[src/rtl/fpu_operand_sequencer.sv]
// Operand stimulus source for the FP add/sub wrapper. Two Galois LFSRs supply A and B,
// with IEEE special values periodically substituted on A. The run is bounded and uses valid/ready.
module fpu_operand_sequencer #(
    parameter logic [31:0] SEED_A        = 32'hACE1_2468,
    parameter logic [31:0] SEED_B        = 32'h1357_9BDF,
    parameter int          NUM_OPS       = 256,
    parameter int          SPECIAL_EVERY = 8
) (
    input  logic        clk,
    input  logic        rst,
    input  logic        start,
    input  logic        ready,
    output logic [31:0] A,
    output logic [31:0] B,
    output logic        sub,
    output logic        valid,
    output logic        busy,
    output logic        done,
    output logic [15:0] op_count
);

    localparam int                 DATA_W      = 32;
    localparam logic [DATA_W-1:0]  LFSR_MASK   = 32'h8020_0003;
    localparam logic [DATA_W-1:0]  SEED_A_EFF  = (SEED_A == '0) ? 32'h0000_0001 : SEED_A;
    localparam logic [DATA_W-1:0]  SEED_B_EFF  = (SEED_B == '0) ? 32'h0000_0001 : SEED_B;
    localparam logic [15:0]        LAST_OP     = 16'(NUM_OPS - 1);
    localparam logic [15:0]        PERIOD      = 16'(SPECIAL_EVERY);
    localparam logic [15:0]        PERIOD_LAST = 16'(SPECIAL_EVERY - 1);

    typedef enum logic [1:0] {
        ST_IDLE = 2'd0,
        ST_RUN  = 2'd1,
        ST_DONE = 2'd2
    } state_t;

    state_t            state;
    state_t            state_next;
    logic              load;
    logic              fire;
    logic [DATA_W-1:0] lfsr_a;
    logic [DATA_W-1:0] lfsr_b;
    logic [DATA_W-1:0] lfsr_a_step;
    logic [DATA_W-1:0] lfsr_b_step;
    logic [15:0]       count_inc;

    function automatic logic [DATA_W-1:0] lfsr_next(input logic [DATA_W-1:0] s);
        return s[0] ? ((s >> 1) ^ LFSR_MASK) : (s >> 1);
    endfunction

    // Every SPECIAL_EVERY-th slot replaces A with one of four IEEE corner values in rotation.
    function automatic logic [DATA_W-1:0] operand_a(input logic [15:0]       count,
                                                    input logic [DATA_W-1:0] lfsr);
        logic [DATA_W-1:0] result;
        result = lfsr;
        if ((count % PERIOD) == PERIOD_LAST) begin
            unique case (2'((count / PERIOD) % 16'd4))
                2'd0:    result = 32'h0000_0000;
                2'd1:    result = 32'h7F80_0000;
                2'd2:    result = 32'h7FC0_0000;
                default: result = 32'h0000_0001;
            endcase
        end
        return result;
    endfunction

    assign lfsr_a_step = lfsr_next(lfsr_a);
    assign lfsr_b_step = lfsr_next(lfsr_b);
    assign count_inc   = 16'(op_count + 16'd1);

    always_ff @(posedge clk) begin
        if (rst) begin
            state <= ST_IDLE;
        end else begin
            state <= state_next;
        end
    end

    always_comb begin
        state_next = state;
        load       = 1'b0;
        fire       = 1'b0;
        valid      = 1'b0;
        busy       = 1'b0;
        done       = 1'b0;
        unique case (state)
            ST_IDLE: begin
                if (start) begin
                    load       = 1'b1;
                    state_next = ST_RUN;
                end
            end
            ST_RUN: begin
                valid = 1'b1;
                busy  = 1'b1;
                if (ready) begin
                    fire = 1'b1;
                    if (op_count == LAST_OP) begin
                        state_next = ST_DONE;
                    end
                end
            end
            ST_DONE: begin
                done = 1'b1;
                if (start) begin
                    load       = 1'b1;
                    state_next = ST_RUN;
                end
            end
            default: state_next = ST_IDLE;
        endcase
    end

    // Operand registers: preloaded for the next slot on each handshake, frozen after the last.
    always_ff @(posedge clk) begin
        if (rst) begin
            lfsr_a   <= SEED_A_EFF;
            lfsr_b   <= SEED_B_EFF;
            A        <= '0;
            B        <= '0;
            sub      <= 1'b0;
            op_count <= '0;
        end else if (load) begin
            lfsr_a   <= SEED_A_EFF;
            lfsr_b   <= SEED_B_EFF;
            A        <= operand_a(16'd0, SEED_A_EFF);
            B        <= SEED_B_EFF;
            sub      <= 1'b0;
            op_count <= '0;
        end else if (fire) begin
            lfsr_a   <= lfsr_a_step;
            lfsr_b   <= lfsr_b_step;
            sub      <= ~sub;
            op_count <= count_inc;
            if (op_count != LAST_OP) begin
                A <= operand_a(count_inc, lfsr_a_step);
                B <= lfsr_b_step;
            end
        end
    end

endmodule
[config.mk]
export PLATFORM = sky130hd
export DESIGN_NAME = fpu_operand_sequencer
export DESIGN_NICKNAME = d
export VERILOG_FILES = /design/src/rtl/fpu_operand_sequencer.sv
export SDC_FILE = /design/constraint.sdc
export NUM_CORES = 1
export LEC_CHECK = 0
export ABC_CLOCK_PERIOD_IN_PS = 4300
export CAP_MARGIN = 15
export CORE_AREA = 2 2 103 105
export CTS_CLUSTER_DIAMETER = 120
export DETAILED_ROUTE_END_ITERATION = 6
export DIE_AREA = 0 0 105 107
export PLACE_DENSITY = 0.87
export SYNTH_ARGS = -nofsm -noshare
export SYNTH_HDL_FRONTEND = slang
export SYNTH_SLANG_ARGS = --single-unit
[constraint.sdc]
create_clock -name clk -period 4.3 [get_ports clk]
set_input_delay 0.86 -clock clk [delete_from_list [all_inputs] [get_ports clk]]
set_output_delay 0.86 -clock clk [all_outputs]
set_load 0.02 [all_outputs]
==> results of run 1 <==
[flip-flops by register name, indices dropped and copies added (netlist names)]
| signal | count |
|---|---|
| sub | 1 |
| op_count | 16 |
| A | 32 |
| state | 2 |
| lfsr_a | 32 |
| B | 32 |
| lfsr_b | 32 |
[cell families after synthesis]
| kind of cell | Yosys count | share of synthesized area |
|---|---|---|
| flip-flops | 147 | 0.518 |
| AND/OR/NAND/NOR | 339 | 0.270 |
| XOR/XNOR | 18 | 0.0278 |
| buffers and inverters | 64 | 0.0551 |
| AO/OA/AOI/OAI | 115 | 0.118 |
| adder cells (fa/ha/maj) | 4 | 0.00882 |
| multiplexers | 1 | 0.00176 |
[through the flow]
step                total power [mW]  cells  instance area, um^2
floorplan                       1.69    688                 5680
global placement                1.80    861                 6500
detailed placement              1.81    861                 6500
CTS                             3.22    892                 7080
global route                    3.32    892                 7080
finish                          3.21    892                 7080
[critical path: stages, from the launching register on]
cell             delay [ns]
dfxtp_1                0.41
nor2b_1                0.26
clkdlybuf4s50_1        0.65
[area by class of cell]
type                    count  area, um^2
clock buffers              22         473
clock inverters             9         104
fillers                   770        3020
inverters                   5        18.8
multi-input cells         477        2430
flip-flops and latches    147        2940
well taps                 136         170
repair buffers             96         938
[per-layer routing]
metal,track usage,vias up
li1,-,2427
met4,0.100,0
met5,0,-
met1,0.315,2357
met2,0.422,229
met3,0.0626,33
[power by group through the flow]
| stage | Clock, mW | Sequential (mW) | Combinational [mW] |
|---|---|---|---|
| floorplan | 0 | 1.53 | 0.161 |
| global placement | 0 | 1.49 | 0.308 |
| detailed placement | 0 | 1.49 | 0.316 |
| CTS | 1.44 | 1.46 | 0.321 |
| global route | 1.50 | 1.47 | 0.350 |
| finish | 1.43 | 1.46 | 0.322 |
[placed cells by master (no fill, tap or decap), types with 2 or more instances in the layout]
cell type        synthesis  routed
a211oi_1                10      10
xor2_1                   9       9
nor4_4                   2       2
nand4_1                  4       4
or4_1                    4       4
nand2_1                181     181
nor2b_1                  3       2
o211ai_1                 6       6
nor3_1                  43      43
a31oi_1                  8       8
a21oi_1                 75      75
o21ai_0                  8       8
clkinvlp_4               0       2
inv_1                    5       5
o31ai_1                  4       4
clkinv_2                 0       4
dfxtp_1                147     147
or3_1                    3       3
and3_1                   3       3
clkbuf_8                 2       5
and3_2                   3       3
nand3b_1                 2       2
clkdlybuf4s50_1          0      87
bufinv_16                0       2
buf_4                    6       9
clkbuf_16                0      16
nand3_1                 49      49
and4_1                   2       2
ha_1                     4       4
xnor2_1                  9       9
nor2_1                  34      33
[final timing paths]
path | endpoint | from
worst max-delay path | valid | state[0]$_SDFFE_PP0P_
worst min-delay path | A[18]$_SDFFE_PP0P_ | A[18]$_SDFFE_PP0P_
worst max register to register | B[2]$_SDFFE_PP0P_ | op_count[1]$_SDFFE_PP0P_
worst min register to register | A[18]$_SDFFE_PP0P_ | A[18]$_SDFFE_PP0P_
==> metrics.md, run 1 <==
| Metric | Value |
|---|---|
| Outcome | `finished, final reports clean` |
| Crit path required time | `3.44 ns` |
| Largest net degree at the start of global routing | `67` |
| CP Data Arrival Time | `~1.8 ns` |
| DRC viols | `0` |
| Routed met2 length | `slightly below 7000 um` |
| Clock power share | `0.444` |
| Netlist Area Pre-Place | `about 5700 um^2` |
| Number of I/O port buffers | `slightly below 90` |
| Leak Pwr | `2.64 nW` |
| Synthesis warning total | `0` |
| Synth area leader | `dfxtp_1` |
| Placement Setup Slack | `1.25 ns` |
| CTS max path bufs | `2` |
| Cell Pwr Density | `around 450 nW/um^2` |
| Antenna-violating nets left | `0` |
| CTS tree | `yes` |
| CTS Hold Buffers Added | `0` |
| Initial antenna violation count | `0` |
| P_int | `~2.4 mW` |
| WL final | `between 10000 and 15000 um` |
| Yosys reg bits | `147` |
| Max Used Layer | `met4` |
| DP HPWL | `roughly 8300 um` |
| FFs w/ async S/R, synth | `0` |
| Distinct cells, synth | `41` |
| Synth Flop Type | `dfxtp_1` |
| Routability-driven placement congestion ratio | `0.837` |
| Via density | `roughly 5.7` |
| Sequential Power Share | `0.456` |
| Drt initial violations | `376` |
| Max_cap viols | `0` |
| M1 WL | `approximately 5800 um` |
| Mean Syn Cell Area | `approximately 8.3 um^2` |
| CP Launch Type | `register` |
| WL/cell | `around 16 um` |
| Post-synthesis sequential area ratio | `0.518` |
| Critical Path End Type | `output port` |
| Clock skew | `about 0.006 ns` |
| Clock transition at path regs | `approximately 0.06 ns` |
| Clock buffer count from CTS | `17` |
| Initial core utilization | `0.562` |
| Core area | `between 10000 and 15000 um^2` |
| GRT Residual Overflow | `0` |
| R2R setup slack | `1.89 ns` |
| Worst slew pin tran | `between 0.9 and 1 ns` |
| Yosys top cell area share | `0.518` |
| Ports | `88` |
| Reg2Reg Depth | `5` |
| Combinational power share | `0.100` |
| Clk_lat worst skew | `0.52 ns` |
| Fin Setup TNS | `0 ns` |
| First-pass GRT wire length | `between 20000 and 25000 um` |
| Worst hold slack | `about 0.45 ns` |
| H-tree depth | `4` |
| Peak VDD IR | `0.288 mV` |
| Sink Count | `around 150` |
| # nets final | `around 750` |
| Worst Setup Path Type | `reg -> out` |
| Overall Global Routing Usage | `0.253` |
| DR vias | `around 5000` |
| List of most frequent post-synthesis cells | `181 x nand2_1, 147 x dfxtp_1, 75 x a21oi_1, 49 x nand3_1, 43 x nor3_1` |
| Final worst slack | `~1.6 ns` |
| Crit-path max FO | `6` |
| # rows | `37` |
| Antenna diode count | `0` |
| Area growth from synthesis to layout | `24.7%` |
| Most common cell in the netlist | `nand2_1` |
| Min-Delay Path Class | `reg -> reg` |
| Synth top area cells | `dfxtp_1 52%, nand2_1 12%, a21oi_1 6.6%, nand3_1 4.3%, nor3_1 3.8%` |
| Post-Synthesis Cells | `~700` |
| WHS Path Cells | `2` |
| Worst slew margin | `0.349` |
| Share of cells above drive strength 1 | `0.0688` |
| EDFF count, synth | `0` |
| Post-CTS resize count | `0` |
| Final hold vios | `0` |
| Tmin final | `around 2.7 ns` |
| Max Fclk | `roughly 370 MHz` |
| Root Driver | `clkbuf_8` |
| Sw power | `0.782 mW` |
| Period utilization | `0.626` |
| Die span in x | `approximately 110 um` |
| Die area | `approximately 11000 um^2` |
| Setup bufs post-CTS | `0` |
| Number of detailed-route iterations in the first pass | `5` |
| Sw Ratio | `0.243` |
| Vias in the first global route | `between 4000 and 5000` |
| Met3 Wirelength | `roughly 990 um` |
| Final Max Slew Viols | `0` |
| Finished Core Util | `0.701` |
| Endpoints failing setup | `0` |
| Die height | `107 um` |
| RSZ-0062 raised after global routing | `no` |
| Syn_nets | `696` |
Note: power is estimated with default switching activity, not from simulation.
==> run 2: changes to the inputs <==
Settings changed: ABC_CLOCK_PERIOD_IN_PS 4300 to 2670, CORE_AREA 2 2 103 105 to 2 2 107 109, DIE_AREA 0 0 105 107 to 0 0 109 111, PLACE_DENSITY 0.87 to 0.81.
Clock period 4.3 ns to 2.67 ns, I/O delays scaled along.
==> metrics.md, run 2 (same netlist as run 1, synthesis figures left out) <==
| Metric | Value |
|---|---|
| Outcome | `finished, final reports clean` |
| Ports | `88 (unchanged)` |
| Crit-path max FO | `6 (unchanged)` |
| CP Launch Type | `register` |
| Max incr delay on CP | `0.64 ns (about the same)` |
| Core area | `11100 um^2 (+9.8%)` |
| Worst Setup Path Type | `reg -> out` |
| Share of cells above drive strength 1 | `0.0711 (+0.00227)` |
| Slowest CP cell | `clkdlybuf4s50_1` |
| # nets final | `757 (+0.66%)` |
| Fin Setup TNS | `0 ns (unchanged)` |
| Combinational power share | `0.104 (+0.004)` |
| Tmin final | `2.26 ns` |
| Max_cap viols | `0 (unchanged)` |
| WL final | `13400 um (-3.1%)` |
| Via density | `5.48 (-3.1%)` |
| Worst path bufs/invs | `1 (unchanged)` |
| DRC viols | `0 (unchanged)` |
| GRT Residual Overflow | `0 (unchanged)` |
| Met3 Usage GRT | `0.0570 (-0.00559)` |
| Die span in x | `109 um (+3.8%)` |
| Critical Path End Type | `output port` |
| CTS Hold Buffers Added | `0 (unchanged)` |
| Overall Global Routing Usage | `0.233 (-0.0200)` |
| Vias in the first global route | `4622 (-4.8%)` |
| Post-CTS resize count | `0 (unchanged)` |
| Clock buffer count from CTS | `17 (unchanged)` |
| P_int | `3.90 mW (+60%)` |
| Crit path required time | `2.14 ns (-1.30 ns)` |
| DP HPWL | `8430 um (+2.1%)` |
| CP Data Arrival Time | `1.72 ns (-0.11 ns)` |
| Sw power | `1.22 mW (+56%)` |
| Number of detailed-route iterations in the first pass | `5 (unchanged)` |
| Routability-driven placement congestion ratio | `0.797 (-4.7%)` |
| Met2 Use GR | `0.370 (-0.0519)` |
| Grt met1 use | `0.303 (-0.0119)` |
| Die area | `12100 um^2 (+7.7%)` |
| GR peak layer | `met2` |
| Clock skew | `0.00592 ns (-0.000213 ns)` |
| Worst hold slack | `0.452 ns (-0.00193 ns)` |
| Antenna diode count | `0 (unchanged)` |
| Sequential Power Share | `0.461 (+0.005)` |
| Antenna-violating nets left | `0 (unchanged)` |
| Min-Delay Path Class | `reg -> reg` |
| Non-Filler Cell Area, Final | `7140 um^2 (+0.88%)` |
| Initial core utilization | `0.512 (-0.0500)` |
| Seq. cell area | `2940 um^2 (unchanged)` |
| WL/cell | `14.8 um (-4.3%)` |
| Most used cells in the layout excluding fill and tap cells | `181 x nand2_1, 147 x dfxtp_1, 87 x clkdlybuf4s50_1, 75 x a21oi_1, 49 x nand3_1` |
| Area growth from synthesis to layout | `25.8%` |
| Root Driver | `clkbuf_16` |
| Peak VDD IR | `0.573 mV (+99%)` |
| Filler cells | `886 (+15%)` |
| CTS max path bufs | `2 (unchanged)` |
| Worst slew margin | `0.483 (+0.134)` |
| CTS tree | `yes` |
| Worst slew pin tran | `0.774 ns (-0.202 ns)` |
| Multi-input gate area | `2430 um^2 (unchanged)` |
| Leak Pwr | `2.67 nW (+1.3%)` |
| Placement Setup Slack | `0.400 ns (-0.855 ns)` |
| Clk_lat worst skew | `0.42 ns (-0.10 ns)` |
| Largest delay share family, worst path | `buffers and inverters` |
| Non-Filler Instances | `903 (+1.2%)` |
| Max Fclk | `approximately 440 MHz` |
| Endpoints failing setup | `0 (unchanged)` |
| H-tree depth | `4 (unchanged)` |
| Cell Pwr Density | `716 nW/um^2 (+58%)` |
| Die height | `111 um (+3.7%)` |
| # rows | `39 (+5.4%)` |
| RSZ-0062 raised after global routing | `no` |
| Drt initial violations | `341 (-9.3%)` |
| Number of I/O port buffers | `87 (unchanged)` |
| Period utilization | `0.845` |
| Clock transition at path regs | `0.05 ns (about the same)` |
| Final worst slack | `0.414 ns (-1.20 ns)` |
| Clock power share | `0.435 (-0.009)` |
| Setup bufs post-CTS | `0 (unchanged)` |
| Final Max Slew Viols | `0 (unchanged)` |
| DR vias | `4952 (-1.9%)` |
| Placed instance area | `6580 um^2 (+1.3%)` |
| Sw Ratio | `0.238 (-0.00535)` |
| Final hold vios | `0 (unchanged)` |
| Initial antenna violation count | `0 (unchanged)` |
| Worst-path cell chain | `nor2b_1 > clkdlybuf4s50_1` |
| Largest net degree at the start of global routing | `54 (-19%)` |
| First-pass GRT wire length | `22300 um (-3.3%)` |
| Sink Count | `147 (unchanged)` |
| Cells after DPL | `873 (+1.4%)` |
| Most common cell after layout, fill and taps aside | `nand2_1` |
run 2: power by group through the flow:
stage          logic (mW)  clock network, mW  registers, mW
5_1_grt             0.580               2.35           2.37
4_1_cts             0.535               2.26           2.36
3_5_place_dp        0.528                  0           2.40
6_report            0.531               2.22           2.36
3_3_place_gp        0.516                  0           2.40
2_1_floorplan       0.260                  0           2.46
run 2: layer usage:
| metal | up-vias | share of wire | routed length (um) |
|---|---|---|---|
| met3 | 20 | 0.056 | 744 |
| met2 | 141 | 0.49 | 6530 |
| met4 | 0 | 0.017 | 226 |
| li1 | 2436 | - | - |
| met1 | 2355 | 0.44 | 5900 |
| met5 | - | 0 | 0 |
run 2: worst min-delay path: stages (launching register included):
cell and delay (ns):
dfxtp_1 0.31, nand2_1 0.05, a21oi_1 0.05
run 2: final timing paths:
path	from	to	slack [ns]	cells past startpoint
min reg2reg	A[25]$_SDFFE_PP0P_	A[25]$_SDFFE_PP0P_	0.45	2
max reg2reg	op_count[1]$_SDFFE_PP0P_	A[27]$_SDFFE_PP0P_	0.51	7
min	A[25]$_SDFFE_PP0P_	A[25]$_SDFFE_PP0P_	0.45	2
max	state[0]$_SDFFE_PP0P_	busy	0.41	2
run 2: through the flow:
step / util / power, mW
global placement: 0.594 / 2.92
global route: 0.645 / 5.30
finish: 0.645 / 5.11
floorplan: - / 2.72
CTS: 0.645 / 5.15
detailed placement: 0.594 / 2.93
run 2: final cells by class:
class	count	area share
clock buffers	25	0.0708
well taps	143	0.0251
repair buffers	101	0.142
flip-flops and latches	147	0.412
clock inverters	5	0.00701
inverters	5	0.00263
multi-input cells	477	0.340
==> run 3: changes to the inputs <==
Settings changed: ABC_CLOCK_PERIOD_IN_PS 2670 to 2090.
Clock period 2.67 ns to 2.09 ns, I/O delays scaled along.
==> metrics.md, run 3 (same netlist as run 1, synthesis figures left out) <==
| Metric | Value |
|---|---|
| Outcome | `finished, final reports clean` |
| Grt met1 use | `0.324 (+0.0209)` |
| Leak Pwr | `2.77 nW (+3.7%)` |
| H-tree depth | `4 (unchanged)` |
| Cells after DPL | `882 (+1.0%)` |
| Die span in x | `109 um (unchanged)` |
| Max Fclk | `502 MHz` |
| Tmin final | `between 1.5 and 2 ns` |
| DRC viols | `0 (unchanged)` |
| Combinational power share | `0.101 (-0.003)` |
| Final hold vios | `0 (unchanged)` |
| CP Data Arrival Time | `1.57 ns (-0.15 ns)` |
| Initial core utilization | `0.512 (unchanged)` |
| Area growth from synthesis to layout | `28.6%` |
| Peak VDD IR | `0.574 mV (about the same)` |
| Most used cells in the layout excluding fill and tap cells | `181 x nand2_1, 146 x dfxtp_1, 84 x clkdlybuf4s50_1, 75 x a21oi_1, 49 x nand3_1` |
| WL final | `13700 um (+1.9%)` |
| Clock skew | `0.00662 ns (+0.000703 ns)` |
| RSZ-0062 raised after global routing | `no` |
| Filler cells | `864 (-2.5%)` |
| Period utilization | `0.953` |
| CTS Hold Buffers Added | `0 (unchanged)` |
| Sw Ratio | `0.236 (-0.00206)` |
| WL/cell | `14.9 um (+0.68%)` |
| Met3 Usage GRT | `0.0611 (+0.00412)` |
| Worst hold slack | `0.451 ns (-0.00111 ns)` |
| Share of cells above drive strength 1 | `0.0856 (+0.0146)` |
| Largest delay share family, worst path | `buffers and inverters` |
| Critical Path End Type | `output port` |
| Post-CTS resize count | `2 (+2)` |
| Endpoints failing setup | `0 (unchanged)` |
| Crit path required time | `1.67 ns (-0.47 ns)` |
| Setup bufs post-CTS | `0 (unchanged)` |
| Drt initial violations | `288 (-16%)` |
| # rows | `39 (unchanged)` |
| Routability-driven placement congestion ratio | `0.817 (+2.5%)` |
| GRT Residual Overflow | `0 (unchanged)` |
| Multi-input gate area | `2430 um^2 (unchanged)` |
| First-pass GRT wire length | `22900 um (+2.4%)` |
| Worst path bufs/invs | `1 (unchanged)` |
| Final Max Slew Viols | `0 (unchanged)` |
| Power, Total | `6.89 mW (+35%)` |
| Most common cell after layout, fill and taps aside | `nand2_1` |
| Clock transition at path regs | `0.06 ns (about the same)` |
| Hold_sp | `A[15]$_SDFFE_PP0P_` |
| P_int | `5.27 mW (+35%)` |
| Core area | `11100 um^2 (unchanged)` |
| Min-Delay Path Class | `reg -> reg` |
| Antenna-violating nets left | `0 (unchanged)` |
| Crit-path max FO | `6 (unchanged)` |
| Initial antenna violation count | `0 (unchanged)` |
| Die height | `111 um (unchanged)` |
| Die area | `12100 um^2 (unchanged)` |
| CP Launch Type | `register` |
| Largest net degree at the start of global routing | `58 (+7.4%)` |
| Final worst slack | `0.0974 ns (-0.316 ns)` |
| Root Driver | `clkbuf_16` |
| Worst Setup Path Type | `reg -> out` |
| Met2 Use GR | `0.367 (-0.00290)` |
| Max incr delay on CP | `0.67 ns (+0.03 ns)` |
| Antenna diode count | `0 (unchanged)` |
| Worst setup path start | `op_count[9]$_SDFFE_PP0P_` |
| Worst slew margin | `0.725 (+0.242)` |
| Cell Pwr Density | `944 nW/um^2 (+32%)` |
| Max_cap viols | `0 (unchanged)` |
| DP HPWL | `8300 um (-1.5%)` |
| Worst r2r src | `op_count[0]$_SDFFE_PP0P_` |
| Clock buffer count from CTS | `17 (unchanged)` |
| Sequential Power Share | `0.437 (-0.024)` |
| GR peak layer | `met2` |
| Vias in the first global route | `4762 (+3.0%)` |
| Number of I/O port buffers | `87 (unchanged)` |
| Slowest CP cell | `clkdlybuf4s50_1` |
| Worst-path cell chain | `clkdlybuf4s50_1` |
| Clk_lat worst skew | `0.42 ns (about the same)` |
| Sw power | `1.63 mW (+34%)` |
| Worst slew pin tran | `0.412 ns (-0.361 ns)` |
| DR vias | `5025 (+1.5%)` |
| Via density | `5.50 (+0.25%)` |
| Number of detailed-route iterations in the first pass | `6 (+1)` |
| CTS max path bufs | `2 (unchanged)` |
| Clock power share | `0.462 (+0.027)` |
| CTS tree | `yes` |
| Seq. cell area | `2940 um^2 (about the same)` |
| Placement Setup Slack | `-0.00674 ns (-0.406 ns)` |
| Sink Count | `147 (unchanged)` |
| Overall Global Routing Usage | `0.236 (+0.00315)` |
| # nets final | `766 (+1.2%)` |
| Ports | `88 (unchanged)` |
| Non-Filler Instances | `914 (+1.2%)` |
## run 3: power by group through the flow
stage	clock network, mW	logic, mW	registers (mW)
floorplan	0	0.332	3.15
global placement	0	0.674	3.07
detailed placement	0	0.690	3.07
CTS	3.21	0.695	3.01
global route	3.36	0.756	3.02
finish	3.19	0.695	3.01
## run 3: cell type report
type / instances / share of cell area
Clock inverter: 10 / 0.0213
Multi-Input combinational cell: 477 / 0.333
Tap cell: 143 / 0.0245
Inverter: 5 / 0.00257
Timing Repair Buffer: 110 / 0.152
Sequential cell: 147 / 0.403
Clock buffer: 22 / 0.0636
## run 3: final timing paths
path,end,slack (ns),cells past startpoint
min reg2reg,A[15]$_SDFFE_PP0P_,0.45,2
min,A[15]$_SDFFE_PP0P_,0.45,2
max reg2reg,B[20]$_SDFFE_PP0P_,0.1,7
max,op_count[9],0.1,1
## run 3: through the flow
stage	TNS, ns	instance area (um^2)	util
finish	0	7300	0.659
global route	0	7300	0.659
CTS	0	7290	0.658
detailed placement	-0.00674	6680	0.603
global placement	0	6680	0.603
floorplan	0	5680	-
## run 3: per-layer routing
metal,vias to the layer above,part of all wire
met5,-,0
met4,0,0.011
met3,17,0.061
met2,154,0.47
met1,2405,0.46
li1,2449,-
